File: src/rtl/rx_4b.sv
// SPI receive stage for the 4-bit ALU datapath: assembles LS-nibble-first frames
// (op_a, op_b, opcode) into a one-deep valid/ready output register.
// Optional trailing XOR checksum nibble is enabled with `define RX_CHECKSUM_EN.
module rx_4b #(
    parameter int OP_W = 8
) (
    input  logic            clk,
    input  logic            rst_n,
    input  logic            spi_clk,
    input  logic            spi_w,
    input  logic [3:0]      mosi,
    output logic [OP_W-1:0] op_a,
    output logic [OP_W-1:0] op_b,
    output logic [3:0]      opcode,
    output logic            instr_valid,
    input  logic            instr_ready,
    output logic            rx_busy,
    output logic            rx_done,
    output logic            rx_overrun,
    output logic            rx_chk_err
);

    localparam int NPO     = OP_W / 4;
    localparam int FRAME_N = 2 * NPO + 1;
`ifdef RX_CHECKSUM_EN
    localparam int FRAME_T = FRAME_N + 1;
`else
    localparam int FRAME_T = FRAME_N;
`endif
    localparam int               CNT_W    = $clog2(FRAME_T);
    localparam logic [CNT_W-1:0] CNT_LAST = CNT_W'(FRAME_T - 1);

    typedef enum logic [1:0] {
        IDLE,
        RECV,
        ARMED
    } state_t;

    state_t                      state_q, state_d;
    logic [CNT_W-1:0]            cnt_q, cnt_d;
    logic                        spi_clk_prev;
    logic [FRAME_T-1:0][3:0]     frame_q, frame_d;

    logic                        rise;
    logic                        capture;
    logic                        last;
    logic                        chk_ok;
    logic                        out_free;
    logic                        load;
    logic                        overrun;
    logic                        valid_d;
    logic [OP_W-1:0]             op_a_d;
    logic [OP_W-1:0]             op_b_d;
    logic [3:0]                  opcode_d;

    assign rise    = spi_clk & ~spi_clk_prev;
    assign rx_busy = (state_q == RECV);

    // NOTE: every signal written in always_comb gets a default first, so no
    // path through the case can leave it unassigned and infer a latch.
    always_comb begin
        state_d = state_q;
        cnt_d   = cnt_q;
        frame_d = frame_q;
        capture = 1'b0;
        last    = 1'b0;

        unique case (state_q)
            IDLE: begin
                if (spi_w) begin
                    state_d = RECV;
                    capture = rise;
                end
            end
            RECV: begin
                if (!spi_w) begin
                    state_d = IDLE;
                    cnt_d   = '0;
                end else begin
                    capture = rise;
                end
            end
            ARMED: begin
                if (!spi_w) state_d = IDLE;
            end
            default: state_d = IDLE;
        endcase

        // The counter is 0 in IDLE, so a rise coinciding with spi_w going high
        // lands in nibble 0 and can never be the final nibble.
        if (capture) begin
            frame_d[cnt_q] = mosi;
            if (cnt_q == CNT_LAST) begin
                last    = 1'b1;
                cnt_d   = '0;
                state_d = ARMED;
            end else begin
                cnt_d = cnt_q + 1'b1;
            end
        end
    end

    assign op_a_d   = frame_d[NPO-1:0];
    assign op_b_d   = frame_d[2*NPO-1:NPO];
    assign opcode_d = frame_d[2*NPO];

`ifdef RX_CHECKSUM_EN
    logic [3:0] chk_calc;
    always_comb begin
        chk_calc = '0;
        for (int i = 0; i < FRAME_N; i++) chk_calc = chk_calc ^ frame_d[i];
    end
    assign chk_ok = (chk_calc == frame_d[FRAME_N]);
`else
    assign chk_ok = 1'b1;
`endif

    // A transfer in the completion cycle frees the register for the new frame.
    assign out_free = ~instr_valid | instr_ready;
    assign load     = last & chk_ok & out_free;
    assign overrun  = last & chk_ok & ~out_free;

    always_comb begin
        valid_d = instr_valid;
        if (load)                            valid_d = 1'b1;
        else if (instr_valid && instr_ready) valid_d = 1'b0;
    end

    // NOTE: sequential state uses non-blocking assignments so every register
    // samples the pre-edge values regardless of statement order.
    always_ff @(posedge clk) begin
        if (!rst_n) begin
            state_q      <= IDLE;
            cnt_q        <= '0;
            spi_clk_prev <= 1'b0;
            // NOTE: the nibble store is a plain register array, not RAM, so it
            // is cleared here together with the rest of the state.
            frame_q      <= '0;
            op_a         <= '0;
            op_b         <= '0;
            opcode       <= '0;
            instr_valid  <= 1'b0;
            rx_done      <= 1'b0;
            rx_overrun   <= 1'b0;
        end else begin
            state_q      <= state_d;
            cnt_q        <= cnt_d;
            spi_clk_prev <= spi_clk;
            frame_q      <= frame_d;
            instr_valid  <= valid_d;
            rx_done      <= load;
            rx_overrun   <= overrun;
            if (load) begin
                op_a   <= op_a_d;
                op_b   <= op_b_d;
                opcode <= opcode_d;
            end
        end
    end

`ifdef RX_CHECKSUM_EN
    always_ff @(posedge clk) begin
        if (!rst_n) rx_chk_err <= 1'b0;
        else        rx_chk_err <= last & ~chk_ok;
    end
`else
    assign rx_chk_err = 1'b0;
`endif

endmodule

File: config.mk
export PLATFORM = sky130hd
export DESIGN_NAME = rx_4b
export DESIGN_NICKNAME = d
export VERILOG_FILES = /design/src/rtl/rx_4b.sv
export SDC_FILE = /design/constraint.sdc
export NUM_CORES = 1
export LEC_CHECK = 0
export CORE_MARGIN = 4
export CORE_UTILIZATION = 40
export CTS_CLUSTER_SIZE = 28
export DETAILED_ROUTE_END_ITERATION = 8
export PLACE_DENSITY_LB_ADDON = 0.05
export SLEW_MARGIN = 20
export SYNTH_ARGS = -nofsm -noshare
export SYNTH_HDL_FRONTEND = slang
export SYNTH_SLANG_ARGS = --single-unit
File: constraint.sdc
create_clock -name clk -period 2.2 [get_ports clk]
set_input_delay 0.55 -clock clk [delete_from_list [all_inputs] [get_ports clk]]
set_output_delay 0.55 -clock clk [all_outputs]
set_load 0.01 [all_outputs]
==> impl_metrics.csv, run 1 <==
group,metric,value,unit
outcome,outcome,"complete, no violations",
synth,yosysTopAreaCell,"dfxtp_1",
hold_path,hold_class,"flop to flop",
floorplan,row_count,26,
placement,buffer_ports.inserted,32,
power_and_ir_drop,p_comb_share,9.3,%
setup_path,critPathKind,"flop to output pin",
synth,synth_cell_types,35,
timing,worst_clock_skew,10.3,ps
synth,ys.warnings.count,0,
power_and_ir_drop,cellInternalPower,0.00132,W
placement,area_of_placed_instances,2550,sq um
power_and_ir_drop,p_leak,0.861,nW
global_routing,first_global_vias,1792,
drt,post-route-drc-count,0,
synth,synth_edf_count,0,
placement,placed_cells,321,
cts,post_cts.repair.setup_buffers,0,
cts,cts_tree,"built",
drt,route.detailed.wl_per_inst,16.9,um
floorplan,fp.dieH,81.5,um
setup_path,worst-path-max-fanout,7,
drt,postRouteAntennaNets,0,
finish,final_layout_size_suffix_gt1_share,10.4,%
setup_path,timing.critical_path.arrival,1560,ps
drt,num_vias,1938,
drt,dr.first_iter.drc_count,106,
setup_path,setup.worst_path.start_class,"flop",
power_and_ir_drop,power_per_cell_area,652,nW/um^2
synth,synth.top_cells.by_count,"dfxtp_1 (49), a21oi_1 (27), a311oi_1 (21), a31oi_1 (21)",
global_routing,grt_max_degree,24,
cts,path_clk_slew,90,ps
power_and_ir_drop,seqPwrFrac,51.9,%
timing,final-hold-violation-count,0,
global_routing,gr-total-overflow,0,
setup_path,timing.critical_path.slowest_cell_delay,570,ps
flow_run,cap_viol_max_count,0,
timing,timing_worst_slew_pin_value,537,ps
placement,gp_congestion,0.804,
global_routing,grtUsageTotal,18.1,%
finish,diodes,0,
cts,clock-root-buffer,"clkbuf_8",
synth,avgSynthCellArea,9.39,sq um
setup_path,critical-path-slowest-cell,"clkdlybuf4s50_1",
timing,finalCriticalPeriod,2110,ps
timing,total_negative_slack,0,ps
global_routing,grt_antenna_before_repair,0,
timing,setup_viol_count_final,0,
placement,dp_hpwl,3800,um
power_and_ir_drop,switching_power,0.000421,W
drt,drt_pass1_iterations,4,
drt,vias_per_cell,5.89,
cts,cts_max_level,2,
power_and_ir_drop,sum_of_internal_switching_and_leakage_power,0.00174,W
drt,routed_wl,5550,um
floorplan,floorplan.io_pins,34,
power_and_ir_drop,ir_worst_vdd,0.479,mV
floorplan,initial_utilization,41.8,%
timing,grt_setup_unrepaired,"false",
timing,slew_viol_final,0,
synth,yosysMostFrequentCell,"dfxtp_1",
finish,final_nets,272,
setup_path,worstPathCellList,"ha_2 -> clkdlybuf4s50_1",
setup_path,critical_path.endpoint_type,"output pin",
cts,clock_sinks,49,
cts,worst_skew_pair.late_latency,310,ps
timing,achievable-frequency,0.473,GHz
finish,post-route-cell-area,2670,sq um
synth,synthesis.nets,244,
floorplan,core_footprint,5170,sq um
timing,max_slew_margin,64.2,%
synth,synthFlopType,"dfxtp_1",
synth,postSynth.asyncResetShare,0,%
synth,yosysSeqAreaShare,45.4,%
timing,final.period_utilization,96.1,%
power_and_ir_drop,power_frac_clock,38.8,%
setup_path,required,1650,ps
power_and_ir_drop,power.switching_fraction,24.1,%
synth,syn-instance-count,230,
synth,yosys-top-cells-area,"dfxtp_1 (45%), a311oi_1 (8.5%), a21oi_1 (6.3%)",
synth,synth.ff_latch_count,49,
cts,cts_buffers,5,
floorplan,dieWidth,81.5,um
global_routing,grt_pass1_wl,9260,um
cts,cts_max_path_buffers,2,
finish,area.growth.synth_to_final,23.8,%
synth,syn_area,2160,sq um
synth,synth_largest_type_area_fraction,45.4,%
floorplan,die-area,6640,sq um
finish,final-instance-count-excl-fill,329,
layout make-up:
| type | instances | area (sq um) |
|---|---|---|
| timing repair buffer | 47 | 445 |
| clock buffer | 6 | 82.6 |
| sequential | 49 | 981 |
| fill | 485 | 2500 |
| clock inverter | 2 | 37.5 |
| tap | 70 | 87.6 |
| inverter | 6 | 22.5 |
| multi-input combinational | 149 | 1020 |
power by group through the flow:
stage / registers, W / logic (W) / clock network, W
detailed placement: 0.000925 / 0.000161 / 0
finish: 0.000905 / 0.000163 / 0.000677
global route: 0.000906 / 0.000179 / 0.000734
global placement: 0.000925 / 0.000164 / 0
floorplan: 0.000920 / 0.000112 / 0
CTS: 0.000904 / 0.000163 / 0.000697
repair_timing:
action,4_1_cts,5_1_grt
gates resized for setup,1,0
hold buffers,0,0
endpoints found under the setup margin,1,0
registers in the layout (all words and copies together) (netlist names):
signal / flops
frame_q: 20
op_a: 8
op_b: 8
opcode: 4
cnt_q: 3
state_q: 2
instr_valid: 1
rx_done: 1
rx_overrun: 1
spi_clk_prev: 1
metal layers:
layer | track usage, % | vias up | routed length (um)
li1 | - | 965 | -
met1 | 27.6 | 914 | 2790
met2 | 25.7 | 52 | 2450
met3 | 3.73 | 7 | 257
met4 | 4.56 | 0 | 61
met5 | 0 | - | 0
through the flow:
stage / hold slack [ps] / util (%) / worst slack, ps
after global placement: 470 / 49.3 / 98.2
final: 485 / 51.7 / 86.5
after global routing: 506 / 51.7 / 21.9
after floorplan: 458 / - / 606
after detailed placement: 473 / 49.3 / 94.2
after CTS: 489 / 51.7 / 72.0
final timing paths:
kind,start,cells past startpoint,slack [ps],end
max,state_q[0],2,90,rx_busy
min,frame_q[16],2,490,frame_q[16]
max reg2reg,state_q[0],5,330,op_b[1]
min reg2reg,frame_q[16],2,490,frame_q[16]
cells in the final DEF (no fill, tap or decap), drive strengths merged, types with 2 or more instances in the layout:
cell            n
a21oi          27
a311oi         21
a31oi          21
and2            2
buf            15
clkbuf          6
clkdlybuf4s50  32
dfxtp          49
ha              5
inv             6
nand2b          4
nand3           7
nand4          16
nor2            3
nor2b           2
o211a           2
o211ai          3
o21ai           6
o31ai          16
or2             2
or4             2
worst max-delay path, delay by kind of cell (launching register included):
kind                       cells  cell delay (ps)
DFF                            1              400
adders and majority gates      1              290
buffers and inverters          1              570
logic make-up after synthesis:
logic type / count (synthesis) / synth area share [%]
simple gates: 46 / 13.7
other cells: 1 / 0.174
buf+inv: 32 / 7.65
fa+ha+maj: 5 / 2.90
compound gates: 97 / 30.2
flops: 49 / 45.4
Note: power is estimated with default switching activity, not from simulation.
==> run 2: changes to the inputs <==
- ABC_AREA: unset -> 1
- CTS_BUF_LIST: unset -> sky130_fd_sc_hd__clkbuf_16
==> run 2 against run 1 <==
  * Sequential power barely moved
  * Combinational power fell by 13%
  * First-iteration DRC count rose by 5.7%
  * Die area rose by 7.7%
  * Via count rose by 5.9%
  * Final cell count rose by 37%
  * Area after synthesis rose by 8.5%
  * Count of clock-buffer cells in the layout fell by 1
  * Worst setup slack improved by 150 ps
  * Critical path type unchanged
==> impl_metrics.csv, run 2 <==
group,metric,value,unit
outcome,outcome,"complete, no violations",
synth,synth.top_cells.by_count,"nand2_1 (133), dfxtp_1 (49), inv_1 (32)",
synth,synth_largest_type_area_fraction,41.9,%
setup_path,critical_path.reg2reg.endpoint,"op_b[7]",
placement,buffer_ports.inserted,32,
setup_path,cp-endpoint,"rx_busy",
setup_path,required,1650,ps
finish,diodes,0,
global_routing,grtUsageTotal,14.5,%
drt,dr.first_iter.drc_count,112,
synth,synth.ff_latch_count,49,
timing,worst_clock_skew,7.87,ps
finish,final_nets,393,
drt,postRouteAntennaNets,0,
cts,worst_skew_pair.late_latency,290,ps
setup_path,r2r-start,"state_q[0]",
cts,post_cts_hold_buffer_count,0,
timing,slew_viol_final,0,
synth,synthesis.nets,357,
synth,synth_top_family_by_area,"simple AND/OR/NAND/NOR gates",
timing,setup_viol_count_final,0,
setup_path,critical_path.endpoint_type,"output pin",
finish,final_layout_size_suffix_gt1_share,8.16,%
drt,drt_pass1_iterations,4,
setup_path,timing.critical_path.arrival,1420,ps
finish,flip_flop_count_of_the_largest_register_after_layout,20,
cts,clock-root-buffer,"clkbuf_16",
floorplan,die-area,7150,sq um
synth,fraction_of_synthesized_cell_area_in_xor_and_xnor_cells,0.374,%
synth,postSynth.asyncResetShare,0,%
synth,synth_cell_types,29,
cts,clock_sinks,49,
global_routing,grt_antenna_before_repair,0,
timing,final.period_utilization,89.5,%
floorplan,floorplan.io_pins,34,
timing,final-hold-violation-count,0,
finish,area.growth.synth_to_final,24.0,%
finish,final_cell_mix,"nand2_1 (133), dfxtp_1 (49), inv_1 (33)",
synth,yosysTopAreaCell,"dfxtp_1",
global_routing,grt_pass1_wl,8560,um
global_routing,grt_max_degree,25,
synth,synth_simple_gate_area_share,39.1,%
floorplan,initial_utilization,41.8,%
drt,vias_per_cell,4.54,
setup_path,setup.worst_path.start_class,"flop",
cts,cts_tree,"built",
cts,cts_resized,0,
synth,avgSynthCellArea,6.83,sq um
synth,yosys.area_share.adder,2.67,%
floorplan,row_count,27,
setup_path,setup_slack_reg_to_reg,450,ps
floorplan,core_footprint,5610,sq um
floorplan,fp.dieH,84.5,um
flow_run,cap_viol_max_count,0,
timing,total_negative_slack,0,ps
floorplan,dieWidth,84.5,um
finish,largest-register,"frame_q",
synth,yosysSeqAreaShare,41.9,%
drt,routed_wl,5030,um
hold_path,hold_class,"flop to flop",
timing,finalCriticalPeriod,1970,ps
cts,cts_buffers,5,
finish,fillers,581,
setup_path,critPathKind,"flop to output pin",
finish,layout_top_registers,"frame_q x20, op_a x8, op_b x8",
setup_path,timing.reg2reg.worst_path_depth,10,
placement,gp_congestion,0.828,
setup_path,worst-path-max-fanout,3,
drt,route.detailed.wl_per_inst,11.1,um
placement,setup_ws_pre_cts,132,ps
global_routing,first_global_vias,1864,
cts,path_clk_slew,70,ps
timing,grt_setup_unrepaired,"false",
synth,yosys-top-cells-area,"dfxtp_1 (42%), nand2_1 (21%), nand3_1 (6.0%)",
synth,syn-instance-count,343,
power_and_ir_drop,p_leak,1.39,nW
synth,synth_edf_count,0,
synth,synthFlopType,"dfxtp_1",
cts,cts_max_path_buffers,2,
synth,ys.warnings.count,0,
setup_path,critical_path.startpoint,"state_q[1]",
placement,dp_hpwl,3500,um
timing,achievable-frequency,0.508,GHz
synth,yosysMostFrequentCell,"nand2_1",
synth,area_fraction_in_compound_gates_after_synthesis,6.35,%
drt,post-route-drc-count,0,
power_and_ir_drop,ir_worst_vdd,0.290,mV
synth,synthMuxAreaShare,0,%
cts,cts_max_level,2,
finish,most_common_cell_after_layout_fill_and_taps_aside,"nand2_1",
timing,finalWorstSetupSlack,232,ps
power_and_ir_drop,sum_of_internal_switching_and_leakage_power,0.00190,W
drt,num_vias,2053,
synth,syn_area,2340,sq um
cts,post_cts.repair.setup_buffers,0,
global_routing,gr-total-overflow,0,
power_and_ir_drop,power_per_cell_area,653,nW/um^2
[run 2: cell count changes after synthesis, sizes merged, moves of 5 or more]
cell	before	now
nand2	1	140
nor2	3	32
inv	6	33
nand3	7	30
a311oi	21	0
a31oi	21	0
o31ai	16	0
nand4	16	5
buf	18	9
o21ai	6	1
[run 2: power by group]
group          switching [W]  total [W]  leakage [nW]  internal (W)
combinational      0.0000889   0.000142         0.915     0.0000527
sequential        0.00000651   0.000902         0.395      0.000896
clock               0.000326   0.000855        0.0826      0.000529
[run 2: logic make-up after synthesis]
group	after synthesis
AO/OA/AOI/OAI	29
XOR/XNOR	1
adder cells (fa/ha/maj)	5
buffers and inverters	48
flip-flops	49
other	1
AND/OR/NAND/NOR	210
[run 2: stage by stage]
step                instances  util, %  hold WS, ps  cell area [sq um]
finish                    452     51.8          476               2910
global route              452     51.8          497               2910
CTS                       452     51.8          476               2910
detailed placement        444     48.9          466               2740
global placement          444     48.9          458               2740
floorplan                 343        -          448               2340
[run 2: final cells by class]
type	instances	area, sq um	share of cell area (%)
inverters	35	136	4.69
clock inverters	3	37.5	1.29
clock buffers	5	125	4.30
well taps	72	90.1	3.10
multi-input cells	246	1140	39.3
repair buffers	42	395	13.6
flip-flops and latches	49	981	33.7
[run 2: worst max-delay path: stages, from the launching register on]
cell and delay, ps:
dfxtp_1 330, inv_1 80, ha_1 190, clkdlybuf4s50_1 550
[run 2: worst min-delay path by stage]
stage	cells after the start	start	to	slack [ps]
finish	2	frame_q[10]	frame_q[10]	480
global route	2	frame_q[10]	frame_q[10]	500
CTS	2	frame_q[10]	frame_q[10]	480
detailed placement	2	frame_q[10]	frame_q[10]	470
global placement	2	frame_q[9]	frame_q[9]	460
floorplan	2	frame_q[8]	frame_q[8]	450
[run 2: per-layer routing]
| metal | vias to the layer above | global-route usage (%) | wire length (um) |
|---|---|---|---|
| met5 | - | 0 | 0 |
| met4 | 0 | 3.45 | 29 |
| met1 | 879 | 19.4 | 2510 |
| li1 | 1138 | - | - |
| met2 | 34 | 23.8 | 2290 |
| met3 | 2 | 3.34 | 202 |
==> run 3: changes to the inputs <==
- CORE_UTILIZATION: 40 -> 55
- DONT_BUFFER_PORTS: unset -> 1
==> run 3 against run 2 <==
  * Sequential power hardly changed
  * Critical path depth grew 6
  * Via count fell by 5.0%
  * Worst hold slack got worse by 120 ps
  * Non-clock buffer count is 38 lower
  * Maximum frequency is 9.6% higher
  * Worst setup slack better by 170 ps
  * Sequential share of layout area up 4.9 points
  * Count of clock-buffer cells in the layout unchanged
  * Utilization increased by 11 points
==> impl_metrics.csv, run 3 (synthesized netlist as in run 2, its figures left out) <==
group,metric,value,unit
timing,finalCriticalPeriod,1800,ps
cts,post_cts.repair.setup_buffers,0,
finish,post-route-cell-area,2540,sq um
cts,cts_tree,"built",
cts,cts_max_level,2,
drt,num_vias,1951,
floorplan,core_footprint,4060,sq um
placement,gp_congestion,0.874,
floorplan,initial_utilization,57.8,%
finish,flip_flop_count_of_the_largest_register_after_layout,20,
floorplan,die-area,5370,sq um
placement,area_of_placed_instances,2350,sq um
flow_run,cap_viol_max_count,0,
power_and_ir_drop,seqPwrFrac,45.8,%
setup_path,critPathKind,"flop to flop",
power_and_ir_drop,cellInternalPower,0.00158,W
finish,final-instance-count-excl-fill,392,
setup_path,timing.critical_path.arrival,1980,ps
timing,setup_viol_count_final,0,
cts,clock-root-buffer,"clkbuf_16",
global_routing,grt_pass1_wl,8000,um
global_routing,first_global_vias,1789,
finish,fillers,369,
global_routing,grt_antenna_before_repair,0,
finish,layout_top_registers,"frame_q x20, op_a x8, op_b x8",
placement,setup_ws_pre_cts,443,ps
finish,final_nets,355,
power_and_ir_drop,power_per_cell_area,776,nW/um^2
power_and_ir_drop,p_comb_share,5.1,%
setup_path,required,2390,ps
timing,achievable-frequency,0.557,GHz
cts,cts_resized,0,
hold_path,hold_class,"primary input to flop",
cts,path_clk_slew,60,ps
setup_path,worst-path-max-fanout,10,
setup_path,critical_path.endpoint_type,"flop",
timing,total_negative_slack,0,ps
cts,cts_buffers,5,
global_routing,grt_max_degree,25,
drt,routed_wl,4610,um
global_routing,gr-total-overflow,0,
global_routing,grtUsageTotal,19.1,%
finish,area.growth.synth_to_final,8.44,%
drt,vias_per_cell,4.98,
floorplan,row_count,23,
finish,most_common_cell_after_layout_fill_and_taps_aside,"nand2_1",
finish,final_cell_mix,"nand2_1 (133), dfxtp_1 (49), inv_1 (32)",
cts,worst_skew_pair.late_latency,290,ps
power_and_ir_drop,switching_power,0.000397,W
timing,slew_viol_final,0,
timing,final.period_utilization,81.6,%
floorplan,dieWidth,73.3,um
cts,cts_max_path_buffers,2,
floorplan,floorplan.io_pins,34,
power_and_ir_drop,p_leak,1.26,nW
timing,fin_hold_ws,359,ps
drt,route.detailed.wl_per_inst,11.8,um
drt,post-route-drc-count,0,
placement,buffer_ports.inserted,0,
floorplan,fp.dieH,73.3,um
power_and_ir_drop,power_frac_clock,49.2,%
power_and_ir_drop,power.switching_fraction,20.1,%
setup_path,setup.worst_path.start_class,"flop",
placement,dp_hpwl,3200,um
finish,final_layout_size_suffix_gt1_share,7.89,%
setup_path,setup_slack_reg_to_reg,400,ps
timing,grt_setup_unrepaired,"false",
timing,finalWorstSetupSlack,404,ps
cts,clock_sinks,49,
cts,post_cts_hold_buffer_count,0,
finish,largest-register,"frame_q",
finish,diodes,0,
timing,final-hold-violation-count,0,
power_and_ir_drop,ir_worst_vdd,0.593,mV
drt,drt_pass1_iterations,4,
placement,placed_cells,384,
drt,postRouteAntennaNets,0,
timing,worst_clock_skew,5.06,ps
drt,dr.first_iter.drc_count,78,
outcome,outcome,"complete, no violations",
-- run 3: worst max-delay path, stage by stage (launching register included) --
cell,delay (ps)
dfxtp_1,430
inv_1,140
ha_1,150
nand2_1,100
clkinv_1,130
nand3_1,190
nor2_2,310
nand3_1,140
nand2_1,80
inv_1,30
-- run 3: layer usage --
metal / vias to the layer above / part of all wire (%) / track usage [%]
li1: 1065 / - / -
met1: 843 / 48 / 24.1
met2: 35 / 45 / 31.7
met3: 8 / 4.7 / 3.69
met4: 0 / 1.8 / 7.99
met5: - / 0 / 0
-- run 3: final timing paths --
path | start | end | cells after the start
worst max-delay path | cnt_q[1] | op_a[3] | 9
worst min-delay path | spi_clk | spi_clk_prev | 2
worst max register to register | cnt_q[1] | op_a[3] | 9
worst min register to register | frame_q[9] | frame_q[9] | 2
-- run 3: cell type report --
| type | instances | area (sq um) | share of cell area (%) |
|---|---|---|---|
| multi-input cells | 246 | 1140 | 44.9 |
| clock inverters | 3 | 65.1 | 2.56 |
| well taps | 50 | 62.6 | 2.46 |
| flip-flops and latches | 49 | 981 | 38.6 |
| clock buffers | 5 | 125 | 4.92 |
| inverters | 35 | 136 | 5.37 |
| repair buffers | 4 | 30.0 | 1.18 |
-- run 3: power groups by stage --
stage | Sequential, W | Combinational [W] | Clock, W
global placement | 0.000922 | 0.0000989 | 0
detailed placement | 0.000922 | 0.0000996 | 0
global route | 0.000903 | 0.000114 | 0.00101
floorplan | 0.000922 | 0.0000906 | 0
finish | 0.000903 | 0.000100 | 0.000970
CTS | 0.000902 | 0.000100 | 0.000986
-- run 3: stage by stage --
stage | util [%] | total power, W
final | 62.6 | 0.00197
after detailed placement | 57.9 | 0.00102
after CTS | 62.6 | 0.00199
after floorplan | - | 0.00101
after global routing | 62.6 | 0.00203
after global placement | 57.9 | 0.00102
